--- src/rtl/pcie_os_pkg.sv ---
// Shared symbol constants, request encodings and helpers for the PCIe ordered-set generator.
package pcie_os_pkg;

  localparam logic [7:0] COM_SYM = 8'hBC;
  localparam logic [7:0] PAD_SYM = 8'hF7;
  localparam logic [7:0] TS1_ID  = 8'h4A;
  localparam logic [7:0] TS2_ID  = 8'h45;
  localparam logic [7:0] IDL_SYM = 8'h00;

  typedef enum logic [2:0] {
    OsTs1  = 3'b000,
    OsTs2  = 3'b001,
    OsIdle = 3'b100
  } os_type_e;

  localparam logic [1:0] LANE_MODE_PAD = 2'b00;
  localparam logic [1:0] LANE_MODE_SEQ = 2'b01;

  typedef struct packed {
    os_type_e    os_type;
    logic [1:0]  lane_mode;
    logic [7:0]  link;
    logic [2:0]  rate;
    logic        loopback;
  } os_req_t;

  // Data-rate identifier: one bit per supported generation from bit 1 up to the highest rate.
  function automatic logic [7:0] rate_byte(input logic [2:0] rate);
    logic [2:0] r;
    r = ((rate == 3'd0) || (rate > 3'd5)) ? 3'd5 : rate;
    rate_byte = 8'h00;
    for (int b = 1; b <= 5; b++) begin
      if (3'(b) <= r) rate_byte[b] = 1'b1;
    end
  endfunction

endpackage

--- src/rtl/os_lane_symbol_sel.sv ---
// Combinational symbol selector: one lane's PIPE word (and K flags) for a given word index.
module os_lane_symbol_sel
  import pcie_os_pkg::*;
#(
  parameter int unsigned PIPEWIDTH = 8,
  parameter logic [7:0]  NFTS      = 8'h20
) (
  input  os_req_t                    req_i,
  input  logic [7:0]                 lane_idx_i,
  input  logic [3:0]                 wc_i,
  output logic [PIPEWIDTH-1:0]       data_o,
  output logic [PIPEWIDTH/8-1:0]     k_o
);

  localparam int unsigned SPC = PIPEWIDTH / 8;

  logic [3:0] sidx;
  logic [7:0] sym;
  logic       sym_k;

  always_comb begin
    data_o = '0;
    k_o    = '0;
    sidx   = '0;
    sym    = '0;
    sym_k  = 1'b0;
    for (int k = 0; k < int'(SPC); k++) begin
      sidx  = 4'(32'(wc_i) * SPC + 32'(k));
      sym_k = 1'b0;
      if (req_i.os_type == OsIdle) begin
        sym = IDL_SYM;
      end else begin
        case (sidx)
          4'd0: begin
            sym   = COM_SYM;
            sym_k = 1'b1;
          end
          4'd1: begin
            sym   = (req_i.link == 8'h00) ? PAD_SYM : req_i.link;
            sym_k = (req_i.link == 8'h00);
          end
          4'd2: begin
            sym   = (req_i.lane_mode == LANE_MODE_PAD) ? PAD_SYM : lane_idx_i;
            sym_k = (req_i.lane_mode == LANE_MODE_PAD);
          end
          4'd3:    sym = NFTS;
          4'd4:    sym = rate_byte(req_i.rate);
          4'd5:    sym = {5'b0, req_i.loopback, 2'b00};
          default: sym = (req_i.os_type == OsTs2) ? TS2_ID : TS1_ID;
        endcase
      end
      data_o[k*8 +: 8] = sym;
      k_o[k]           = sym_k;
    end
  end

endmodule

--- src/rtl/ts_os_generator.sv ---
// TS1/TS2/IDLE ordered-set generator: latches a request and streams one 16-symbol set per lane.
module ts_os_generator
  import pcie_os_pkg::*;
#(
  parameter int unsigned LANESNUMBER = 16,
  parameter int unsigned PIPEWIDTH   = 8,
  parameter logic [7:0]  NFTS        = 8'h20
) (
  input  logic                                 pclk_i,
  input  logic                                 reset_i,
  input  logic                                 os_gen_start_i,
  input  logic [2:0]                           os_type_i,
  input  logic [1:0]                           lane_number_i,
  input  logic [7:0]                           link_number_i,
  input  logic [2:0]                           rate_i,
  input  logic                                 loopback_i,
  input  logic [LANESNUMBER-1:0]               lane_enable_i,
  output logic                                 os_gen_busy_o,
  output logic                                 os_gen_finish_o,
  output logic [LANESNUMBER*PIPEWIDTH-1:0]     tx_data_o,
  output logic [LANESNUMBER*(PIPEWIDTH/8)-1:0] tx_data_k_o,
  output logic                                 tx_data_valid_o
);

  localparam int unsigned SPC   = PIPEWIDTH / 8;
  localparam int unsigned W     = 16 / SPC;
  localparam logic [3:0]  WLast = 4'(W - 1);

  typedef enum logic {StIdle, StSend} state_e;

  state_e                              st_q;
  logic [3:0]                          wc_q;
  os_req_t                             req_q, req_d;
  logic [LANESNUMBER-1:0]              en_q, en_d;
  logic                                busy_q, finish_q;
  logic [LANESNUMBER*PIPEWIDTH-1:0]    data_q, data_d, lane_data;
  logic [LANESNUMBER*SPC-1:0]          k_q, k_d, lane_k;

  logic       legal, accept, emit;
  logic [3:0] word_idx;

  // wc_q == 0 in SEND marks the edge right after the last word, where chaining is allowed.
  always_comb begin
    legal    = (os_type_i == OsTs1) || (os_type_i == OsTs2) || (os_type_i == OsIdle);
    accept   = (wc_q == 4'd0) && os_gen_start_i && legal;
    emit     = accept || ((st_q == StSend) && (wc_q != 4'd0));
    word_idx = accept ? 4'd0 : wc_q;
    req_d    = req_q;
    en_d     = en_q;
    if (accept) begin
      req_d.os_type   = os_type_e'(os_type_i);
      req_d.lane_mode = lane_number_i;
      req_d.link      = link_number_i;
      req_d.rate      = rate_i;
      req_d.loopback  = loopback_i;
      en_d            = lane_enable_i;
    end
  end

  for (genvar i = 0; i < int'(LANESNUMBER); i++) begin : g_lane
    os_lane_symbol_sel #(
      .PIPEWIDTH (PIPEWIDTH),
      .NFTS      (NFTS)
    ) u_sel (
      .req_i      (req_d),
      .lane_idx_i (8'(i)),
      .wc_i       (word_idx),
      .data_o     (lane_data[i*PIPEWIDTH +: PIPEWIDTH]),
      .k_o        (lane_k[i*SPC +: SPC])
    );

    assign data_d[i*PIPEWIDTH +: PIPEWIDTH] =
        (emit && en_d[i]) ? lane_data[i*PIPEWIDTH +: PIPEWIDTH] : '0;
    assign k_d[i*SPC +: SPC] = (emit && en_d[i]) ? lane_k[i*SPC +: SPC] : '0;
  end

  always_ff @(posedge pclk_i or posedge reset_i) begin
    if (reset_i) begin
      st_q     <= StIdle;
      wc_q     <= '0;
      req_q    <= '0;
      en_q     <= '0;
      busy_q   <= 1'b0;
      finish_q <= 1'b0;
      data_q   <= '0;
      k_q      <= '0;
    end else begin
      st_q     <= emit ? StSend : StIdle;
      wc_q     <= (emit && (word_idx != WLast)) ? word_idx + 4'd1 : 4'd0;
      req_q    <= req_d;
      en_q     <= en_d;
      busy_q   <= emit;
      finish_q <= emit && (word_idx == WLast);
      data_q   <= data_d;
      k_q      <= k_d;
    end
  end

  assign os_gen_busy_o   = busy_q;
  assign os_gen_finish_o = finish_q;
  assign tx_data_valid_o = busy_q;
  assign tx_data_o       = data_q;
  assign tx_data_k_o     = k_q;

endmodule

--- config.mk ---
export PLATFORM = sky130hd
export DESIGN_NAME = ts_os_generator
export DESIGN_NICKNAME = d
export VERILOG_FILES = /design/src/rtl/pcie_os_pkg.sv /design/src/rtl/os_lane_symbol_sel.sv /design/src/rtl/ts_os_generator.sv
export SDC_FILE = /design/constraint.sdc
export NUM_CORES = 1
export LEC_CHECK = 0
export ABC_CLOCK_PERIOD_IN_PS = 5900
export BUFFER_PORTS_ARGS = -buffer_cell sky130_fd_sc_hd__buf_2
export CAP_MARGIN = 20
export CORE_ASPECT_RATIO = 0.9
export CORE_UTILIZATION = 52
export CTS_CLUSTER_SIZE = 24
export DETAILED_ROUTE_END_ITERATION = 6
export GPL_ROUTABILITY_DRIVEN = 0
export PLACE_DENSITY = 0.9
export SYNTH_ARGS = -nofsm -noshare
export SYNTH_HDL_FRONTEND = slang
export SYNTH_SLANG_ARGS = --single-unit
--- constraint.sdc ---
create_clock -name pclk_i -period 5.9 [get_ports pclk_i]
set_input_delay 0.295 -clock pclk_i [delete_from_list [all_inputs] [get_ports pclk_i]]
set_output_delay 0.295 -clock pclk_i [all_outputs]
set_load 0.05 [all_outputs]
After elaboration in Yosys (flattened, before gate mapping)
Cells that the tools add are included.
- bits in registers: 184
- input bits: 36
- output and inout port bits: 147
- word-level logic and storage cells: 157
- $add $sub $neg: 1
- order comparisons: 6
- eq/ne operators: 11
- mux-type cells: 95
- reduce and logical (&&, ||, !) cells: 32
- operators by type and width (kind ; count):
    $pmux 8 s6 ; 16
    $mux 8 ; 49
    $mux 1 ; 23
    $logic_and 1x1->1 ; 21
    $mux 17 ; 1
    $mux 16 ; 1
    $mux 4 ; 3
    $eq 4x2->1 const B ; 2
    $eq 4x3->1 const B ; 2
    $logic_not 4->1 ; 2
    $logic_not 8->1 ; 1
    $eq 3x1->1 const B ; 2
    $eq 3x3->1 const B ; 2
    $le 2x3->1 const A ; 2
    $le 3x3->1 const A ; 2
    $logic_not 3->1 ; 2
    $add 4x1->4 const B ; 1
    $eq 4x1->1 const B ; 1
    $eq 4x4->1 const B ; 1
    $logic_or 1x1->1 ; 4
    $ne 4x4->1 const B ; 1
    $reduce_bool 4->1 ; 1
    $gt 3x3->1 const B ; 1
    $le 1x3->1 const A ; 1
    other kinds (3) ; 3

Longest topological paths before layout
Gate-level depths: netlist of the first run.
- depth after elaboration: 13
- gate-level depth with buffers: 10
- gate-level depth less buffers: 7

Cells and area by module
A second synthesis of the first run with hierarchy kept.
- cells, all modules: 1473
- area total of the unflattened synthesis: 14380.0 µm²
- modules (own cells, without submodules) (module ; times used ; cells an instance ; area each (µm²) ; sequential area each (µm²)):
    os_lane_symbol_sel (g_lane[0].u_sel ...) ; 15 ; 64 ; 483.0 ; 0.0
    ts_os_generator ; 1 ; 451 ; 6706.4 ; 4579.4
    os_lane_symbol_sel (g_lane[9].u_sel) ; 1 ; 62 ; 429.2 ; 0.0

Worst setup path before layout of the first run
Ideal clock, no wire load.
- kind: flip-flop to flip-flop
- start: register wc_q[0]
- end: register data_q[101], in the netlist tx_data_o[101]
- setup time: 126 ps
- arrival time: 2124 ps
- data required time: 5774 ps
- slack: 3650 ps
- cell stages (with the launch flop): 10
- path buffers: 2
- clock period less this slack: 2250 ps
- cells stage by stage: dfrtp_1 > inv_1 > ha_1 > and4bb_2 > and2_1 > o221a_2 > buf_2 > a21boi_1 > buf_2 > a21oi_1
- cells in the longest elaborated chain, start to end: 12
- elaborated cells between the ends (all ways): 30
- those cells by class: order compare: 2; eq/ne: 6; mux: 10; reduce/logical: 12
- RTL lines (what ; RTL line ; text):
    start: declaration ; ts_os_generator.sv:32 ; logic [3:0] wc_q;
    start signal: assignment ; ts_os_generator.sv:89 ; wc_q <= (emit && (word_idx != WLast)) ? word_idx + 4'd1 : 4'd0;
    $logic_not 4->1 ; ts_os_generator.sv:45 ; accept = (wc_q == 4'd0) && os_gen_start_i && legal;
    $logic_and 1x1->1 (2 in series) ; ts_os_generator.sv:45 ;
    $mux 17 ; ts_os_generator.sv:50 ; if (accept) begin
    $gt 3x3->1 or $logic_not 3->1 (tied branches) ; pcie_os_pkg.sv:30 ; r = ((rate == 3'd0) || (rate > 3'd5)) ? 3'd5 : rate;
    $logic_or 1x1->1 ; pcie_os_pkg.sv:30 ;
    $mux 3 ; pcie_os_pkg.sv:30 ;
    $le 3x3->1 ; pcie_os_pkg.sv:33 ; if (3'(b) <= r) rate_byte[b] = 1'b1;
    $mux 1 ; pcie_os_pkg.sv:33 ;
    $pmux 8 s6 ; os_lane_symbol_sel.sv:33 ; case (sidx)
    $mux 8 ; os_lane_symbol_sel.sv:30 ; if (req_i.os_type == OsIdle) begin
    $mux 8 (*) ; ts_os_generator.sv:73 ; (emit && en_d[i]) ? lane_data[i*PIPEWIDTH +: PIPEWIDTH] : '0;
    net data_d[101] ; ts_os_generator.sv:36 ; logic [LANESNUMBER*PIPEWIDTH-1:0] data_q, data_d, lane_data;
    end signal: assignment ; ts_os_generator.sv:94 ; data_q <= data_d;
    end: declaration ; ts_os_generator.sv:36 ;
The timed path passes the listed nets; every way through them passes the cells marked *.

Final worst setup path of the first run
- start: register wc_q[0]
- end: register k_q[7], in the netlist tx_data_k_o[7]
- cells in the longest elaborated chain, start to end: 8
- elaborated cells between the ends (all ways): 19
- those cells by class: eq/ne: 3; mux: 6; reduce/logical: 10
- RTL lines (what ; RTL line ; text):
    $logic_not 4->1 ; ts_os_generator.sv:45 ;
    $logic_and 1x1->1 (2 in series) ; ts_os_generator.sv:45 ;
    $mux 17 or $mux 4 (tied branches) ; ts_os_generator.sv:50, ts_os_generator.sv:47 ;
    $logic_not 8->1 (tied with other cells) ; os_lane_symbol_sel.sv:40 ; sym_k = (req_i.link == 8'h00);
    $pmux 1 s3 ; os_lane_symbol_sel.sv:33 ;
    $mux 1 ; os_lane_symbol_sel.sv:30 ;
    $mux 1 (*) ; ts_os_generator.sv:74 ; assign k_d[i*SPC +: SPC] = (emit && en_d[i]) ? lane_k[i*SPC +: SPC] : '0;
    net k_d[7] ; ts_os_generator.sv:37 ; logic [LANESNUMBER*SPC-1:0] k_q, k_d, lane_k;
    end signal: assignment ; ts_os_generator.sv:95 ; k_q <= k_d;
    end: declaration ; ts_os_generator.sv:37 ;
Marks and branches as above.

==> flow_summary_export.csv, run 1 <==
group,metric,value,unit
synthesis,synth_seq_area_share,65.2,%
cts,ctsLongestPathBuffers,2,
timing,clock.fmax,302,MHz
status,outcome,"finished clean",
cts,cts.htree.levels,4,
drt,via_count,5830,
synthesis,async_flop_share,100,%
power,swShare,34.2,%
power,power.density,366,nW/um^2
drt,drcViolationCount,0,
timing,min_period_over_period,56.1,%
timing,worst_pin_slew,1.07,ns
floorplan,die_area,14000,um^2
finish,area_growth,25.3,%
power,p_clk_share,35.5,%
synthesis,syn_nets,638,
timing,slew_headroom,28.4,%
finish,final_common_cell,"dfrtp_1",
cts,root_buffer,"clkbuf_16",
placed_design,dp_hpwl,13.4,mm
run,cap_violations,0,
cts,clk_latency,0.43,ns
timing,final.setup_skew,0.00895,ns
synthesis,synth_top_cell_by_area,"dfrtp_1",
placed_design,placed_cells,922,
finish,final_cell_mix,"dfrtp_1, buf_2, nand2_1, a211oi_1, a21oi_1",
drt,routed_wl,20.5,mm
cts,cts_sinks,183,
setup_path,worst_r2r_endpoint,"tx_data_k_o[7]",
floorplan,rows,39,
drt,vias_per_cell,6.07,
power,p_sw,1.10,mW
finish,nFillCells,875,
setup_path,ff2ff_setup_slack,2.59,ns
power,internal_power,2.12,mW
finish,regArea,4580,um^2
synthesis,synth-edff-count,0,
synthesis,syn_area,7020,um^2
setup_path,endpoint_kind,"flip-flop",
timing,rsz0062_at_grt,"false",
timing,tns,0,ns
drt,wl_per_cell,21.3,um
floorplan,initial_core_util,54.3,%
timing,slew_violations,0,
power,leakage,4.62,nW
synthesis,synthCells,597,
drt,drtIter0Drc,672,
setup_path,worstPathRequired,6.17,ns
grt,antenna_found_initial,0,
finish,nets,824,
timing,fin_crit,3.31,ns
synthesis,synth_cell_types,51,
synthesis,avgSynthCellArea,11.8,um^2
setup_path,rr_worst_depth,7,
synthesis,ys_top_cells_by_area,"dfrtp_1, a211oi_1, nand2_1",
floorplan,ios,183,
grt,grt_pass1_vias,5432,
grt,grt_usage,30.2,%
power,ir_drop,0.248,mV
cts,cts_tree,"yes",
floorplan,die_height,112,um
setup_path,critical_path_class,"reg2reg",
finish,final_cells,960,
grt,grt_pass1_wl,31.5,mm
finish,antenna_cells,0,
floorplan,core,12900,um^2
setup_path,critPathLaunch,"wc_q[0]",
cts,clkSlewWorstSetupHoldPaths,0.07,ns
power,seqPwrFrac,43.5,%
timing,hold_viol_final,0,
min_path,worstHoldEndpoint,"req_q[1]",
finish,drive_above_1_share,32.9,%
setup_path,cp_max_fo,19,
setup_path,worstReg2RegStart,"wc_q[0]",
setup_path,crit_path_start_kind,"flip-flop",
placed_design,portBuffers,182,
setup_path,arrival,3.58,ns
drt,ant_nets,0,
synthesis,ys_ff_latch,183,
grt,grt_overflow,0,
synthesis,ys.flop_type,"dfrtp_1",
drt,drt-pass1-iter-count,5,
synthesis,yosysWarnings,0,
min_path,hold_depth,3,
timing,finalSetupViolCount,0,
finish,multi_input_area,2240,um^2
min_path,worstHoldStart,"rate_i[0]",
synthesis,synth_top_area_share,65.2,%
power,p_comb_share,21.0,%
cts,cts_buffers,17,
floorplan,die-width,125,um
min_path,worstHoldPathType,"in2reg",
grt,grt_max_degree,132,
## per-stage QoR
| step | utilization [%] | cell area, um^2 | hold WS [ns] | worst slack, ns | total power [mW] |
|---|---|---|---|---|---|
| after floorplan | - | 7020 | 0.400 | 0.633 | 1.89 |
| after global placement | 62.6 | 8100 | 0.457 | 2.58 | 2.05 |
| after detailed placement | 62.7 | 8100 | 0.464 | 2.40 | 2.07 |
| after CTS | 67.4 | 8720 | 0.0638 | 2.26 | 3.21 |
| after global routing | 68.0 | 8800 | 0.0740 | 2.45 | 3.34 |
| final | 68.0 | 8800 | 0.0681 | 2.59 | 3.22 |
## routing by layer
layer	up-vias	routed length, um	GRT usage (%)
li1	2501	-	-
met1	2862	7970	40.6
met2	414	9960	47.8
met3	53	1910	7.20
met4	0	655	11.8
met5	-	0	0
## flip-flops by register name (all words and copies together), names as in the netlist
name	count
en_q	16
os_gen_busy_o	1
os_gen_finish_o	1
req_q	17
tx_data_k_o	16
tx_data_o	128
wc_q	4
## cell type report
class | count | share of cell area [%]
Clock buffer | 17 | 4.84
Clock inverter | 15 | 2.18
Inverter | 8 | 0.398
Multi-Input combinational cell | 367 | 25.4
Sequential cell | 183 | 52.0
Tap cell | 164 | 2.33
Timing Repair Buffer | 206 | 12.8
## cells by family (layout without fill, tap and decap cells)
group / Yosys count / count (layout) / share of synthesized area (%)
AOI/OAI and AO/OA: 160 / 160 / 15.7
adders and majority gates: 5 / 5 / 0.891
xor gates and xnor gates: 3 / 3 / 0.374
DFF: 183 / 183 / 65.2
muxes: 12 / 12 / 2.07
buffers and inverters: 47 / 246 / 3.08
and+or+nand+nor: 187 / 187 / 12.6
## how the worst max path moves through the flow
stage,to,slack (ns)
final,tx_data_k_o[7],2.59
after global routing,tx_data_k_o[7],2.45
after CTS,tx_data_o[116],2.26
after detailed placement,tx_data_o[28],2.40
after global placement,tx_data_o[76],2.58
after floorplan,en_q[0],0.63
## synthesized netlist by cell type, types with 3 or more instances
| master | instances |
|---|---|
| a211oi_1 | 56 |
| dfrtp_1 | 183 |
| nand2b_1 | 20 |
| ha_1 | 5 |
| mux2i_1 | 4 |
| buf_2 | 16 |
| nand3_1 | 6 |
| nor2_1 | 17 |
| a22oi_1 | 17 |
| buf_1 | 3 |
| a21oi_1 | 55 |
| and2_1 | 3 |
| nand2_1 | 79 |
| nor4_1 | 4 |
| nor3_1 | 41 |
| o21ai_2 | 5 |
| inv_1 | 8 |
| xnor2_1 | 3 |
| o21ai_0 | 4 |
| o211ai_1 | 3 |
| clkbuf_1 | 15 |
| a31oi_1 | 3 |
| buf_4 | 3 |
| mux2_2 | 6 |
| nor2b_1 | 4 |
## critical path: stages, from the launching register on
cell and delay, ns:
dfrtp_1 0.41, inv_1 0.16, ha_1 0.22, and4bb_2 0.30
and2_1 0.51, o221a_2 0.58, a21boi_2 0.82, nor3_1 0.14
## what timing repair did
action | CTS | global route
hold buffers | 0 | 1
buffers inserted | 0 | 0
hold endpoints to repair | 0 | 33
resized for setup | 0 | 0
## power groups by stage
stage	combinational, mW	clock (mW)	sequential, mW
2_1_floorplan	0.299	0	1.59
3_5_place_dp	0.645	0	1.42
4_1_cts	0.654	1.16	1.40
6_report	0.676	1.14	1.40
5_1_grt	0.713	1.21	1.41
3_3_place_gp	0.629	0	1.42
Note: power is estimated with default switching activity, not from simulation.
==> run 2: changes to the inputs <==
--- a/config.mk
+++ b/config.mk
@@ -5,15 +5,15 @@
 export SDC_FILE = /design/constraint.sdc
 export NUM_CORES = 1
 export LEC_CHECK = 0
-export ABC_CLOCK_PERIOD_IN_PS = 5900
+export ABC_CLOCK_PERIOD_IN_PS = 2700
 export BUFFER_PORTS_ARGS = -buffer_cell sky130_fd_sc_hd__buf_2
 export CAP_MARGIN = 20
 export CORE_ASPECT_RATIO = 0.9
-export CORE_UTILIZATION = 52
+export CORE_UTILIZATION = 47
 export CTS_CLUSTER_SIZE = 24
 export DETAILED_ROUTE_END_ITERATION = 6
 export GPL_ROUTABILITY_DRIVEN = 0
-export PLACE_DENSITY = 0.9
+export PLACE_DENSITY = 0.86
 export SYNTH_ARGS = -nofsm -noshare
 export SYNTH_HDL_FRONTEND = slang
 export SYNTH_SLANG_ARGS = --single-unit
==> constraint.sdc (replaced) <==
create_clock -name pclk_i -period 2.7 [get_ports pclk_i]
set_input_delay 0.135 -clock pclk_i [delete_from_list [all_inputs] [get_ports pclk_i]]
set_output_delay 0.135 -clock pclk_i [all_outputs]
set_load 0.05 [all_outputs]
==> flow_summary_export.csv, run 2 (synthesized netlist as in run 1, its figures left out) <==
group,metric,value,unit
status,outcome,"complete, but fails checks",
status,failed_checks,"negative hold slack",
timing,hold_viol_final,43,
grt,antenna_found_initial,0,
finish,nFillCells,1144,
timing,slew_violations,0,
setup_path,crit_path_start_kind,"flip-flop",
timing,tns,0,ns
drt,vias_per_cell,5.53,
grt,grt_usage,27.2,%
drt,drt-pass1-iter-count,4,
min_path,worstHoldPathType,"in2async",
power,p_comb_share,22.3,%
cts,clk_latency,0.43,ns
finish,drive_above_1_share,33.2,%
drt,routed_wl,20.1,mm
timing,clock.fmax,381,MHz
floorplan,initial_core_util,47.9,%
placed_design,pre_cts_slack,0.0406,ns
drt,drcViolationCount,0,
timing,whs,-0.0681,ns
drt,drtIter0Drc,486,
floorplan,core,14700,um^2
timing,worst_pin_slew,1.08,ns
placed_design,dp_hpwl,13.4,mm
power,p_sw,2.29,mW
power,internal_power,4.56,mW
power,p_clk_share,32.8,%
setup_path,critical_path_class,"reg2reg",
timing,fin_crit,2.63,ns
cts,cts.htree.levels,4,
grt,grt_overflow,0,
floorplan,die_height,118,um
timing,layout_setup_ws,0.0733,ns
cts,clkSlewWorstSetupHoldPaths,0.07,ns
setup_path,cp_max_fo,21,
grt,grt_pass1_wl,30.7,mm
drt,via_count,5717,
setup_path,critPathTopFamily,"simple AND/OR/NAND/NOR gates",
finish,antenna_cells,0,
setup_path,endpoint_kind,"flip-flop",
cts,ctsLongestPathBuffers,2,
drt,ant_nets,0,
floorplan,die-width,131,um
power,swShare,33.4,%
cts,cts_sinks,183,
cts,post_cts_buffers,0,
finish,final_cell_mix,"dfrtp_1, buf_2, nand2_1, a21oi_1, a211oi_1",
power,leakage,4.76,nW
grt,grt_pass1_vias,5518,
floorplan,rows,42,
floorplan,die_area,15400,um^2
timing,finalSetupViolCount,0,
setup_path,critPathBufInv,2,
finish,nets,863,
timing,min_period_over_period,97.3,%
timing,rsz0062_at_grt,"false",
setup_path,slowest_delay,0.55,ns
power,ir_drop,0.459,mV
drt,wl_per_cell,19.4,um
power,seqPwrFrac,44.8,%
floorplan,ios,183,
run,cap_violations,0,
placed_design,portBuffers,182,
setup_path,critPathSlowestCell,"nor3b_1",
power,power.density,746,nW/um^2
setup_path,worstPathCellList,"inv_1, ha_1, nor3b_1, nand4_1, o21ai_0, nor2_1, buf_4, a211oi_1",
cts,root_buffer,"clkbuf_16",
timing,slew_headroom,27.6,%
grt,grt_max_degree,184,
cts,cts_tree,"yes",
timing,final.setup_skew,0.00879,ns
finish,area_growth,30.9,%
setup_path,arrival,2.93,ns
finish,final_common_cell,"dfrtp_1",
setup_path,worstPathRequired,3.00,ns
finish,largest_reg_flops,128,
cts,cts_buffers,17,
[run 2: timing repair]
action / CTS / global route
setup endpoints to repair: 2 / 67
resized for setup: 1 / 11
endpoints found under the hold margin: 30 / 0
hold buffers: 30 / 0
[run 2: per-stage QoR]
step / cells / total power, mW / cell area [um^2] / hold slack [ns] / utilization (%)
after floorplan: 597 / 4.12 / 7030 / 0.240 / -
after global placement: 970 / 4.55 / 8290 / 0.354 / 56.5
final: 1033 / 6.86 / 9190 / -0.0681 / 62.7
after detailed placement: 970 / 4.58 / 8290 / 0.354 / 56.5
after global routing: 1033 / 7.15 / 9190 / 0.00200 / 62.7
after CTS: 1032 / 6.85 / 9130 / 0.00410 / 62.3
[run 2: final cells by class]
class | count | area, um^2 | area share, %
multi-input combinational | 367 | 2300 | 25.0
sequential | 183 | 4580 | 49.8
inverter | 8 | 33.8 | 0.367
timing repair buffer | 245 | 1500 | 16.3
clock inverter | 12 | 97.6 | 1.06
clock buffer | 20 | 437 | 4.75
tap | 198 | 248 | 2.69
[run 2: path summary, 6_finish.rpt]
| path | startpoint | end | slack [ns] | cells past startpoint |
|---|---|---|---|---|
| setup / recovery | wc_q[0] | tx_data_o[110] | 0.07 | 8 |
| hold / removal | reset_i | tx_data_o[0] | -0.07 | 3 |
| setup reg to reg | wc_q[0] | tx_data_o[110] | 0.07 | 8 |
| hold reg to reg | en_q[2] | en_q[2] | 0.48 | 2 |
| max in group asynchronous | reset_i | tx_data_o[26] | 1.96 | 3 |
| min in group pclk_i | link_number_i[0] | req_q[4] | 0.01 | 2 |
[run 2: worst register-to-register path, cell delays in order (launching register included)]
cell and delay, ns:
dfrtp_1 0.42, inv_1 0.16, ha_1 0.26, nor3b_1 0.55, nand4_1 0.25, o21ai_0 0.14
nor2_1 0.14, buf_4 0.24, a211oi_1 0.34
[run 2: power groups by stage]
stage / clock [mW] / combinational, mW / sequential [mW]
floorplan: 0 / 0.654 / 3.47
global placement: 0 / 1.44 / 3.11
detailed placement: 0 / 1.46 / 3.12
CTS: 2.28 / 1.50 / 3.07
global route: 2.42 / 1.64 / 3.09
finish: 2.25 / 1.53 / 3.07
[run 2: routing by layer]
metal | GRT usage [%] | vias up | routed length (um)
met3 | 5.77 | 40 | 1450
met5 | 0 | - | 0
met2 | 41.3 | 291 | 9440
li1 | - | 2571 | -
met4 | 11.6 | 0 | 536
met1 | 37.8 | 2815 | 8630
